[config.mk]
export PLATFORM = sky130hd
export DESIGN_NAME = lcd_bus_sched
export DESIGN_NICKNAME = d
export VERILOG_FILES = /design/src/rtl/lcd_bus_sched.sv
export SDC_FILE = /design/constraint.sdc
export NUM_CORES = 1
export LEC_CHECK = 0
export BUFFER_PORTS_ARGS = -buffer_cell sky130_fd_sc_hd__buf_2
export CORE_MARGIN = 3
export CORE_UTILIZATION = 58
export CTS_CLUSTER_SIZE = 28
export DETAILED_ROUTE_END_ITERATION = 12
export PLACE_DENSITY = 0.76
export SLEW_MARGIN = 20
export SYNTH_ARGS = -nofsm -noshare
export SYNTH_HDL_FRONTEND = slang
export SYNTH_SLANG_ARGS = --single-unit
[constraint.sdc]
create_clock -name clk -period 4.8 [get_ports clk]
set_input_delay 0.24 -clock clk [delete_from_list [all_inputs] [get_ports clk]]
set_output_delay 0.24 -clock clk [all_outputs]
set_load 0.02 [all_outputs]
[src/rtl/lcd_bus_sched.sv]
// lcd_bus_sched: queues CPU writes for an HD44780-style character LCD and replays each as a timed bus cycle.
// Define LCD_INIT_SEQ_EN to issue the power-on sequence 0x38, 0x0C, 0x06, 0x01 before serving the FIFO.
module lcd_bus_sched #(
    parameter int FIFO_DEPTH = 8,
    parameter int SETUP_CYC  = 2,
    parameter int PULSE_CYC  = 12,
    parameter int HOLD_CYC   = 2,
    parameter int EXEC_CYC   = 2000,
    parameter int LONG_CYC   = 80000
) (
    input  logic       clk,
    input  logic       rst,
    input  logic       wr_en,
    input  logic [8:0] wr_data,
    input  logic       clr_err,
    output logic       full,
    output logic       empty,
    output logic       idle,
    output logic       ovf_err,
    output logic [7:0] lcd_data,
    output logic       lcd_rs,
    output logic       lcd_rw,
    output logic       lcd_en
);
    localparam int AW = $clog2(FIFO_DEPTH);
    localparam logic [AW:0]  FULL_CNT = (AW+1)'(FIFO_DEPTH);
    localparam logic [16:0]  SETUP_LD = 17'(SETUP_CYC - 1);
    localparam logic [16:0]  PULSE_LD = 17'(PULSE_CYC - 1);
    localparam logic [16:0]  HOLD_LD  = 17'(HOLD_CYC - 1);
    localparam logic [16:0]  EXEC_LD  = 17'(EXEC_CYC - 1);
    localparam logic [16:0]  LONG_LD  = 17'(LONG_CYC - 1);

`ifdef LCD_INIT_SEQ_EN
    typedef enum logic [2:0] {S_IDLE, S_SETUP, S_PULSE, S_HOLD, S_WAIT, S_INIT} state_t;
    localparam state_t RST_STATE = S_INIT;
    localparam logic   RST_IDLE  = 1'b0;
`else
    typedef enum logic [2:0] {S_IDLE, S_SETUP, S_PULSE, S_HOLD, S_WAIT} state_t;
    localparam state_t RST_STATE = S_IDLE;
    localparam logic   RST_IDLE  = 1'b1;
`endif

    state_t      r_state, w_state_nx;
    logic [16:0] r_cnt, w_cnt_nx;
    logic [8:0]  r_mem [FIFO_DEPTH];
    logic [AW-1:0] r_wr_ptr, r_rd_ptr;
    logic [AW:0] r_count, w_count_nx;
    logic        r_full, r_empty, r_idle, r_ovf_err, w_ovf_nx;
    logic [7:0]  r_lcd_data, w_lcd_data_nx;
    logic        r_lcd_rs, w_lcd_rs_nx, r_lcd_en, w_lcd_en_nx;
    logic        r_long, w_long_nx;
    logic        w_push, w_pop, w_idle_nx;
    logic [8:0]  w_head;

`ifdef LCD_INIT_SEQ_EN
    logic [1:0] r_init_idx, w_init_idx_nx;
    logic       r_in_init, w_in_init_nx;

    function automatic logic [7:0] init_byte(input logic [1:0] idx);
        case (idx)
            2'd0:    init_byte = 8'h38;
            2'd1:    init_byte = 8'h0C;
            2'd2:    init_byte = 8'h06;
            default: init_byte = 8'h01;
        endcase
    endfunction
`endif

    assign w_push = wr_en && !r_full;
    assign w_head = r_mem[r_rd_ptr];

    // NOTE: every variable assigned in always_comb gets a default first so no latch is inferred.
    always_comb begin
        w_state_nx    = r_state;
        w_cnt_nx      = r_cnt;
        w_lcd_data_nx = r_lcd_data;
        w_lcd_rs_nx   = r_lcd_rs;
        w_long_nx     = r_long;
        w_pop         = 1'b0;
`ifdef LCD_INIT_SEQ_EN
        w_init_idx_nx = r_init_idx;
        w_in_init_nx  = r_in_init;
`endif
        case (r_state)
            S_IDLE: begin
                if (!r_empty) begin
                    w_pop         = 1'b1;
                    w_lcd_rs_nx   = w_head[8];
                    w_lcd_data_nx = w_head[7:0];
                    w_long_nx     = !w_head[8] && (w_head[7:2] == 6'd0);
                    w_cnt_nx      = SETUP_LD;
                    w_state_nx    = S_SETUP;
                end
            end
`ifdef LCD_INIT_SEQ_EN
            S_INIT: begin
                w_lcd_rs_nx   = 1'b0;
                w_lcd_data_nx = init_byte(r_init_idx);
                w_long_nx     = (r_init_idx == 2'd3);
                w_cnt_nx      = SETUP_LD;
                w_state_nx    = S_SETUP;
            end
`endif
            S_SETUP: begin
                w_cnt_nx = r_cnt - 1'b1;
                if (r_cnt == '0) begin
                    w_cnt_nx   = PULSE_LD;
                    w_state_nx = S_PULSE;
                end
            end
            S_PULSE: begin
                w_cnt_nx = r_cnt - 1'b1;
                if (r_cnt == '0) begin
                    w_cnt_nx   = HOLD_LD;
                    w_state_nx = S_HOLD;
                end
            end
            S_HOLD: begin
                w_cnt_nx = r_cnt - 1'b1;
                if (r_cnt == '0) begin
                    w_cnt_nx   = r_long ? LONG_LD : EXEC_LD;
                    w_state_nx = S_WAIT;
                end
            end
            S_WAIT: begin
                w_cnt_nx = r_cnt - 1'b1;
                if (r_cnt == '0) begin
                    w_cnt_nx   = '0;
                    w_state_nx = S_IDLE;
`ifdef LCD_INIT_SEQ_EN
                    // The last init byte hands over to the FIFO; earlier ones fetch the next ROM byte.
                    if (r_in_init) begin
                        if (r_init_idx == 2'd3) begin
                            w_in_init_nx = 1'b0;
                        end else begin
                            w_init_idx_nx = r_init_idx + 1'b1;
                            w_state_nx    = S_INIT;
                        end
                    end
`endif
                end
            end
            default: w_state_nx = S_IDLE;
        endcase
    end

    always_comb begin
        w_count_nx = r_count;
        if (w_push && !w_pop)
            w_count_nx = r_count + 1'b1;
        else if (!w_push && w_pop)
            w_count_nx = r_count - 1'b1;
    end

    // Overflow set takes priority over a same-cycle clear.
    assign w_ovf_nx    = (wr_en && r_full) ? 1'b1 : (clr_err ? 1'b0 : r_ovf_err);
    assign w_lcd_en_nx = (w_state_nx == S_PULSE);
    assign w_idle_nx   = (w_state_nx == S_IDLE) && (w_count_nx == '0);

    // NOTE: sequential state uses non-blocking assignments so every register samples pre-edge values.
    always_ff @(posedge clk) begin
        if (rst) begin
            r_state    <= RST_STATE;
            r_cnt      <= '0;
            r_wr_ptr   <= '0;
            r_rd_ptr   <= '0;
            r_count    <= '0;
            r_full     <= 1'b0;
            r_empty    <= 1'b1;
            r_idle     <= RST_IDLE;
            r_ovf_err  <= 1'b0;
            r_lcd_data <= '0;
            r_lcd_rs   <= 1'b0;
            r_lcd_en   <= 1'b0;
            r_long     <= 1'b0;
`ifdef LCD_INIT_SEQ_EN
            r_init_idx <= '0;
            r_in_init  <= 1'b1;
`endif
        end else begin
            r_state    <= w_state_nx;
            r_cnt      <= w_cnt_nx;
            if (w_push) r_wr_ptr <= r_wr_ptr + 1'b1;
            if (w_pop)  r_rd_ptr <= r_rd_ptr + 1'b1;
            r_count    <= w_count_nx;
            r_full     <= (w_count_nx == FULL_CNT);
            r_empty    <= (w_count_nx == '0);
            r_idle     <= w_idle_nx;
            r_ovf_err  <= w_ovf_nx;
            r_lcd_data <= w_lcd_data_nx;
            r_lcd_rs   <= w_lcd_rs_nx;
            r_lcd_en   <= w_lcd_en_nx;
            r_long     <= w_long_nx;
`ifdef LCD_INIT_SEQ_EN
            r_init_idx <= w_init_idx_nx;
            r_in_init  <= w_in_init_nx;
`endif
        end
    end

    // NOTE: FIFO storage is not reset; the pointers and count alone decide what is valid.
    always_ff @(posedge clk) begin
        if (w_push) r_mem[r_wr_ptr] <= wr_data;
    end

    assign full     = r_full;
    assign empty    = r_empty;
    assign idle     = r_idle;
    assign ovf_err  = r_ovf_err;
    assign lcd_data = r_lcd_data;
    assign lcd_rs   = r_lcd_rs;
    assign lcd_rw   = 1'b0;
    assign lcd_en   = r_lcd_en;
endmodule

==> impl_metrics.yaml, run 1 <==
finish:
  diodes: 0
  final_nets: 465
  drive_above_1_share_pct: 22.9
  multi_input_area_um2: 1940
  area_growth_pct: 18.1
  mostFrequentLayoutCells: "edfxtp_1 (72), dfxtp_1 (47), nor2_1 (37), nand2_1 (27)"
  fin_util_pct: 72.4
  layout_commonest_cell: "edfxtp_1"
  seq_area_um2: 3120
  fillers: 559
setup_path:
  setup.worst_path.class: "reg -> reg"
  crit_buf_inv: 1
  crit_path_cell_trace: "inv_1 > ha_1 > or3b_2 > nor4_4 > a21oi_2 > a31oi_1 > a21o_1 > a21oi_1"
  r2r_start: "r_cnt[0]$_SDFFE_PP0P_"
  worstPathRequired_ns: 5.16
  arrival_ns: 2.90
  critPathMaxStageDelay_ns: 0.49
  cp_top_family: "simple AND/OR/NAND/NOR gates"
  startpoint: "r_cnt[0]$_SDFFE_PP0P_"
  worstSetupEndpointType: "flop"
  crit_fanout: 10
  critical_path.startpoint_type: "flop"
  cp_slowest_cell: "or3b_2"
floorplanning:
  fp.dieArea_um2: 10100
  coreArea_um2: 8420
  die_y_um: 100
  chipWidth_um: 100
  row_count: 33
  pin_count: 28
  start_util_pct: 61.3
yosys:
  ys_async_sr_fraction_pct: 0
  synth-main-ff-cell: "edfxtp_1"
  synth-seq-area-share_pct: 60.5
  synth_warnings: 0
  ys_seq_elements: 120
  syn_nets: 427
  syn_area_um2: 5160
  synth_edf_count: 72
  syn_inst: 408
  syn_avg_cell_area_um2: 12.7
  synth_cell_types: 59
routing:
  wl_met2_um: 5650
  met1_length_um: 4370
  postRouteAntennaNets: 0
  wl_met3_um: 531
  drtPass1Iterations: 6
  wire_per_inst_um: 19.0
  finalWirelength_um: 10700
  vias: 3482
  topRoutingLayerUsed: "met4"
  drc: 0
  drt-initial-drc-count: 213
  viasPerCell: 6.17
run_status:
  status: "completed"
global_route:
  grt_usage_pct: 23.0
  antenna_found_initial: 0
  grt_pass1_wl_um: 17400
  grt_pass1_vias: 3439
  gr-total-overflow: 0
  grt_max_degree: 45
flow_run:
  maxCapViolations: 0
pwr:
  power.leakage_nw: 2.17
  peakVddDrop_v: 0.000398
  power.density_nw_per_um2: 732
  fin_total_pwr_mw: 4.47
timing:
  final.setup.tns_ns: 0
  relSlewSlack_pct: 30.2
  hold_viol_final: 0
  finalCritPeriodShare_pct: 52.9
  rsz0062_at_grt: "no"
  slew_violations: 0
  period_minus_slack_ns: 2.54
  worst_pin_slew_ns: 1.04
  fmax_ghz: 0.394
  fin_hold_ws_ns: 0.0189
  finalClockSkew_ns: 0.0163
  setup_violations: 0
placed_design:
  io_buffers: 26
  place_congestion: 0.882
  dp_hpwl_um: 6610
clock_tree:
  hold_buffers: 10
  cts_buffers: 17
  cts_htree_levels: 4
  clock_path_buffers: 2
  cts.repair.resized: 0
  post_cts.repair.setup_buffers: 0
  clock_sinks: 120
  clk_pin_slew_worst_paths_ns: 0.06
  clk_latency_ns: 0.52
  clockRootBuffer: "clkbuf_8"
  cts_tree: "built"
hold_path:
  hp-class: "in -> reg"
  hold_start: "wr_data[2]"
area by class of cell:
cell class | count | share of cell area, %
Sequential cell | 120 | 51.2
Multi-Input combinational cell | 257 | 31.8
Clock buffer | 17 | 6.79
Timing Repair Buffer | 42 | 4.57
Clock inverter | 15 | 2.99
Tap cell | 105 | 2.15
Inverter | 8 | 0.492
metrics by stage:
stage / instance area (µm²) / worst slack, ns / cells
after detailed placement: 5390 / 2.30 / 521
after CTS: 6090 / 2.28 / 563
after global routing: 6100 / 2.09 / 564
after global placement: 5390 / 2.33 / 521
final: 6100 / 2.26 / 564
after floorplan: 5160 / 2.65 / 408
power breakdown:
| group | leakage, nW | switching (mW) | internal [mW] |
|---|---|---|---|
| combinational | 0.834 | 1.03 | 0.685 |
| sequential | 1.05 | 0.211 | 1.27 |
| clock | 0.292 | 0.508 | 0.761 |
Yosys cell counts, drive strengths merged, types with 3 or more instances:
cell    instances  area, µm²
a211oi         11       82.6
a21o            8       68.8
a21oi          27        139
a22oi           3       22.5
a311oi          3       26.3
a31oi           7       43.8
buf             8       46.3
clkbuf         15       57.6
dfxtp          48        961
edfxtp         72       2160
ha              6       75.1
inv             8       30.0
mux2i           8       80.1
mux4           18        405
nand2          27        101
nand2b          4       25.0
nand3           6       30.0
nand4           4       25.0
nor2           38        145
nor3           14       70.1
nor3b           4       35.0
nor4            9       77.6
nor4b           3       38.8
o21ai          11       55.1
o22ai           4       25.0
or3             3       18.8
or4             5       41.3
xnor2           5       43.8
xor2            4       35.0
worst paths after layout:
| check | to | slack [ns] | cells past startpoint |
|---|---|---|---|
| worst max-delay path | r_cnt[1]$_SDFFE_PP0P_ | 2.26 | 8 |
| worst min-delay path | r_mem[0][2]$_DFFE_PP_ | 0.02 | 1 |
| worst max register to register | r_cnt[1]$_SDFFE_PP0P_ | 2.26 | 8 |
| worst min register to register | r_cnt[16]$_SDFFE_PP0P_ | 0.48 | 2 |
flip-flops by register name, summed over array words and instances (netlist names), 3 cells and up, named ones only:
signal	count
r_mem	72
r_count	4
r_wr_ptr	3
lcd_data	8
r_rd_ptr	3
r_cnt	17
r_state	3
layer usage:
| metal | vias to the layer above | GRT usage (%) |
|---|---|---|
| met5 | - | 0 |
| met4 | 0 | 6.32 |
| met3 | 18 | 7.09 |
| met2 | 132 | 39.2 |
| met1 | 1690 | 28.7 |
| li1 | 1642 | - |
cells by family (layout without fill, tap and decap cells):
kind of cell / count (synthesis) / after routing / share of synthesized area (%)
other cells: 1 / 1 / 0.0726
simple gates: 130 / 130 / 13.6
buf+inv: 31 / 82 / 2.59
fa+ha+maj: 7 / 7 / 1.65
flops: 120 / 120 / 60.5
compound gates: 83 / 83 / 10.4
mux: 27 / 27 / 9.62
xor+xnor: 9 / 9 / 1.53
Note: power is estimated with default switching activity, not from simulation.
==> run 2: changes to the inputs <==
--- a/config.mk
+++ b/config.mk
@@ -5,9 +5,10 @@
 export SDC_FILE = /design/constraint.sdc
 export NUM_CORES = 1
 export LEC_CHECK = 0
+export ABC_AREA = 1
 export BUFFER_PORTS_ARGS = -buffer_cell sky130_fd_sc_hd__buf_2
 export CORE_MARGIN = 3
-export CORE_UTILIZATION = 58
+export CORE_UTILIZATION = 55
 export CTS_CLUSTER_SIZE = 28
 export DETAILED_ROUTE_END_ITERATION = 12
 export PLACE_DENSITY = 0.76
==> constraint.sdc (replaced) <==
create_clock -name clk -period 2.22 [get_ports clk]
set_input_delay 0.111 -clock clk [delete_from_list [all_inputs] [get_ports clk]]
set_output_delay 0.111 -clock clk [all_outputs]
set_load 0.02 [all_outputs]
==> run 2 against run 1 <==
  * Power increased by 120%
  * Combinational power rose to 2.5 times the previous value
  * Synthesized area grew 3.3%
  * Wire length rose by 13%
  * Fmax is 36% higher
  * Hold slack improved by 0.049 ns
  * Global-route usage increased by 0.21 points
  * Critical path depth decreased by 2
  * Clock-buffer cell count grew 1
  * Clock power grew 99%
  * Die area grew 8.4%
  * Synthesized cell count rose by 44%
==> impl_metrics.yaml, run 2 <==
routing:
  wire_per_inst_um: 15.5
  finalWirelength_um: 12100
  drt-initial-drc-count: 292
  postRouteAntennaNets: 0
  vias: 4252
  drtPass1Iterations: 5
  viasPerCell: 5.46
  drc: 0
finish:
  layout.cells.non_filler: 779
  largest_register_ffs: 72
  layout_commonest_cell: "nand2_1"
  area_growth_pct: 17.9
  diodes: 0
  fin_area_um2: 6290
  fin_util_pct: 67.4
  fillers: 698
  seq_area_um2: 3120
  mostFrequentLayoutCells: "nand2_1 (128), nor2_1 (92), edfxtp_1 (72), o21ai_0 (48), dfxtp_1 (48)"
  multi_input_area_um2: 1930
  regMostFlops: "r_mem"
  drive_above_1_share_pct: 14.5
  final_nets: 656
yosys:
  yosys.area_share.simple_pct: 23.2
  yosys.area.top_type: "edfxtp_1"
  synth_warnings: 0
  synth_edf_count: 72
  synthTopCellsByArea: "edfxtp_1 (41%), dfxtp_1 (18%), nand2_1 (9.0%)"
  syn_avg_cell_area_um2: 9.08
  synth_cell_types: 35
  yosysMostFrequentCell: "nand2_1"
  syn_area_um2: 5340
  synth_compound_area_share_pct: 9.87
  synth_common_cells: "nand2_1 (128), nor2_1 (92), edfxtp_1 (72), dfxtp_1 (48), o21ai_0 (48)"
  ys_async_sr_fraction_pct: 0
  synth_top_family_by_area: "simple AND/OR/NAND/NOR gates"
  ys_seq_elements: 120
  synth-seq-area-share_pct: 58.5
  synth_xor_xnor_area_share_pct: 1.64
  syn_inst: 588
  muxShareOfSynthArea_pct: 0
  synth-main-ff-cell: "edfxtp_1"
  synth_top_area_share_pct: 40.5
  synthAdderAreaFrac_pct: 1.41
  syn_nets: 607
clock_tree:
  clock_sinks: 120
  cts_htree_levels: 4
  cts_tree: "built"
  post_cts.repair.setup_buffers: 0
  hold_buffers: 11
  clk_latency_ns: 0.50
  clk_pin_slew_worst_paths_ns: 0.06
  cts.repair.resized: 0
  clockRootBuffer: "clkbuf_8"
  cts_buffers: 17
  clock_path_buffers: 2
floorplanning:
  row_count: 35
  coreArea_um2: 9330
  fp.dieArea_um2: 10900
  die_y_um: 105
  pin_count: 28
  chipWidth_um: 105
  start_util_pct: 57.2
pwr:
  power.density_nw_per_um2: 1590
  fin_total_pwr_mw: 10.0
  peakVddDrop_v: 0.000812
  power.leakage_nw: 2.57
setup_path:
  setup.worst_path.class: "reg -> reg"
  arrival_ns: 2.29
  worstSetupEndpointType: "flop"
  reg2reg_slack_ns: 0.36
  crit_fanout: 14
  worstPathRequired_ns: 2.64
  critical_path.startpoint_type: "flop"
global_route:
  gr-total-overflow: 0
  grt_pass1_wl_um: 20000
  antenna_found_initial: 0
  grt_usage_pct: 23.3
  grt_max_degree: 37
  grt_pass1_vias: 4100
placed_design:
  place_area_um2: 5630
  place_ws_ns: 0.432
  dp.cells: 736
  io_buffers: 26
  place_congestion: 0.915
  dp_hpwl_um: 7640
timing:
  final.setup.tns_ns: 0
  slew_violations: 0
  fin_hold_ws_ns: 0.0675
  hold_viol_final: 0
  relSlewSlack_pct: 58.9
  worst_pin_slew_ns: 0.615
  finalClockSkew_ns: 0.00632
  rsz0062_at_grt: "no"
  setup_violations: 0
  fmax_ghz: 0.537
  finalCritPeriodShare_pct: 83.9
  period_minus_slack_ns: 1.86
  layout_setup_ws_ns: 0.358
run_status:
  status: "completed"
hold_path:
  hp-class: "in -> reg"
flow_run:
  maxCapViolations: 0
run 2: cell count changes after synthesis, sizes merged, moves of 10 or more:
cell    previous run  this run
a211oi            11         1
inv                8        43
mux4              18         0
nand2             27       134
nand3              6        40
nor2              38       102
nor3              14         2
o21ai             11        53
run 2: cell families (layout without fill, tap and decap cells):
kind of cell,count (synthesis),after routing
simple gates,287,287
flops,120,120
compound gates,98,98
buf+inv,66,128
other cells,1,1
fa+ha+maj,6,6
xor+xnor,10,10
run 2: final timing paths:
path,to,from,depth (start not counted)
worst max register to register,r_rd_ptr[0]$_SDFFE_PP0P_,r_state[0]$_SDFF_PP0_,6
worst min-delay path,r_wr_ptr[0]$_SDFFE_PP0P_,wr_en,4
worst min register to register,r_cnt[1]$_SDFFE_PP0P_,r_cnt[1]$_SDFFE_PP0P_,2
worst max-delay path,r_rd_ptr[0]$_SDFFE_PP0P_,r_state[0]$_SDFF_PP0_,6
run 2: where the power goes:
part	switching (mW)	internal (mW)	leakage, nW	total, mW
clock network	1.02	1.51	0.264	2.53
registers	0.348	2.79	1.05	3.14
logic	2.91	1.44	1.26	4.34
total	4.27	5.74	2.57	10.0
run 2: metal layers:
| layer | vias to the layer above | global-route usage [%] | routed length, µm |
|---|---|---|---|
| li1 | 2062 | - | - |
| met4 | 0 | 7.12 | 158 |
| met2 | 164 | 37.5 | 6000 |
| met5 | - | 0 | 0 |
| met3 | 18 | 5.83 | 876 |
| met1 | 2008 | 31.0 | 5070 |
run 2: layout make-up:
type | count | area share [%]
Clock buffer | 18 | 6.64
Clock inverter | 14 | 2.17
Inverter | 44 | 2.63
Multi-Input combinational cell | 402 | 30.7
Sequential cell | 120 | 49.7
Tap cell | 129 | 2.57
Timing Repair Buffer | 52 | 5.61
run 2: worst max-delay path, cell delays in order (launching register included):
cell,delay (ns)
dfxtp_1,0.39
nor2_4,0.18
nand3_2,0.29
inv_1,0.33
buf_4,0.25
o21ai_0,0.13
a21oi_1,0.20
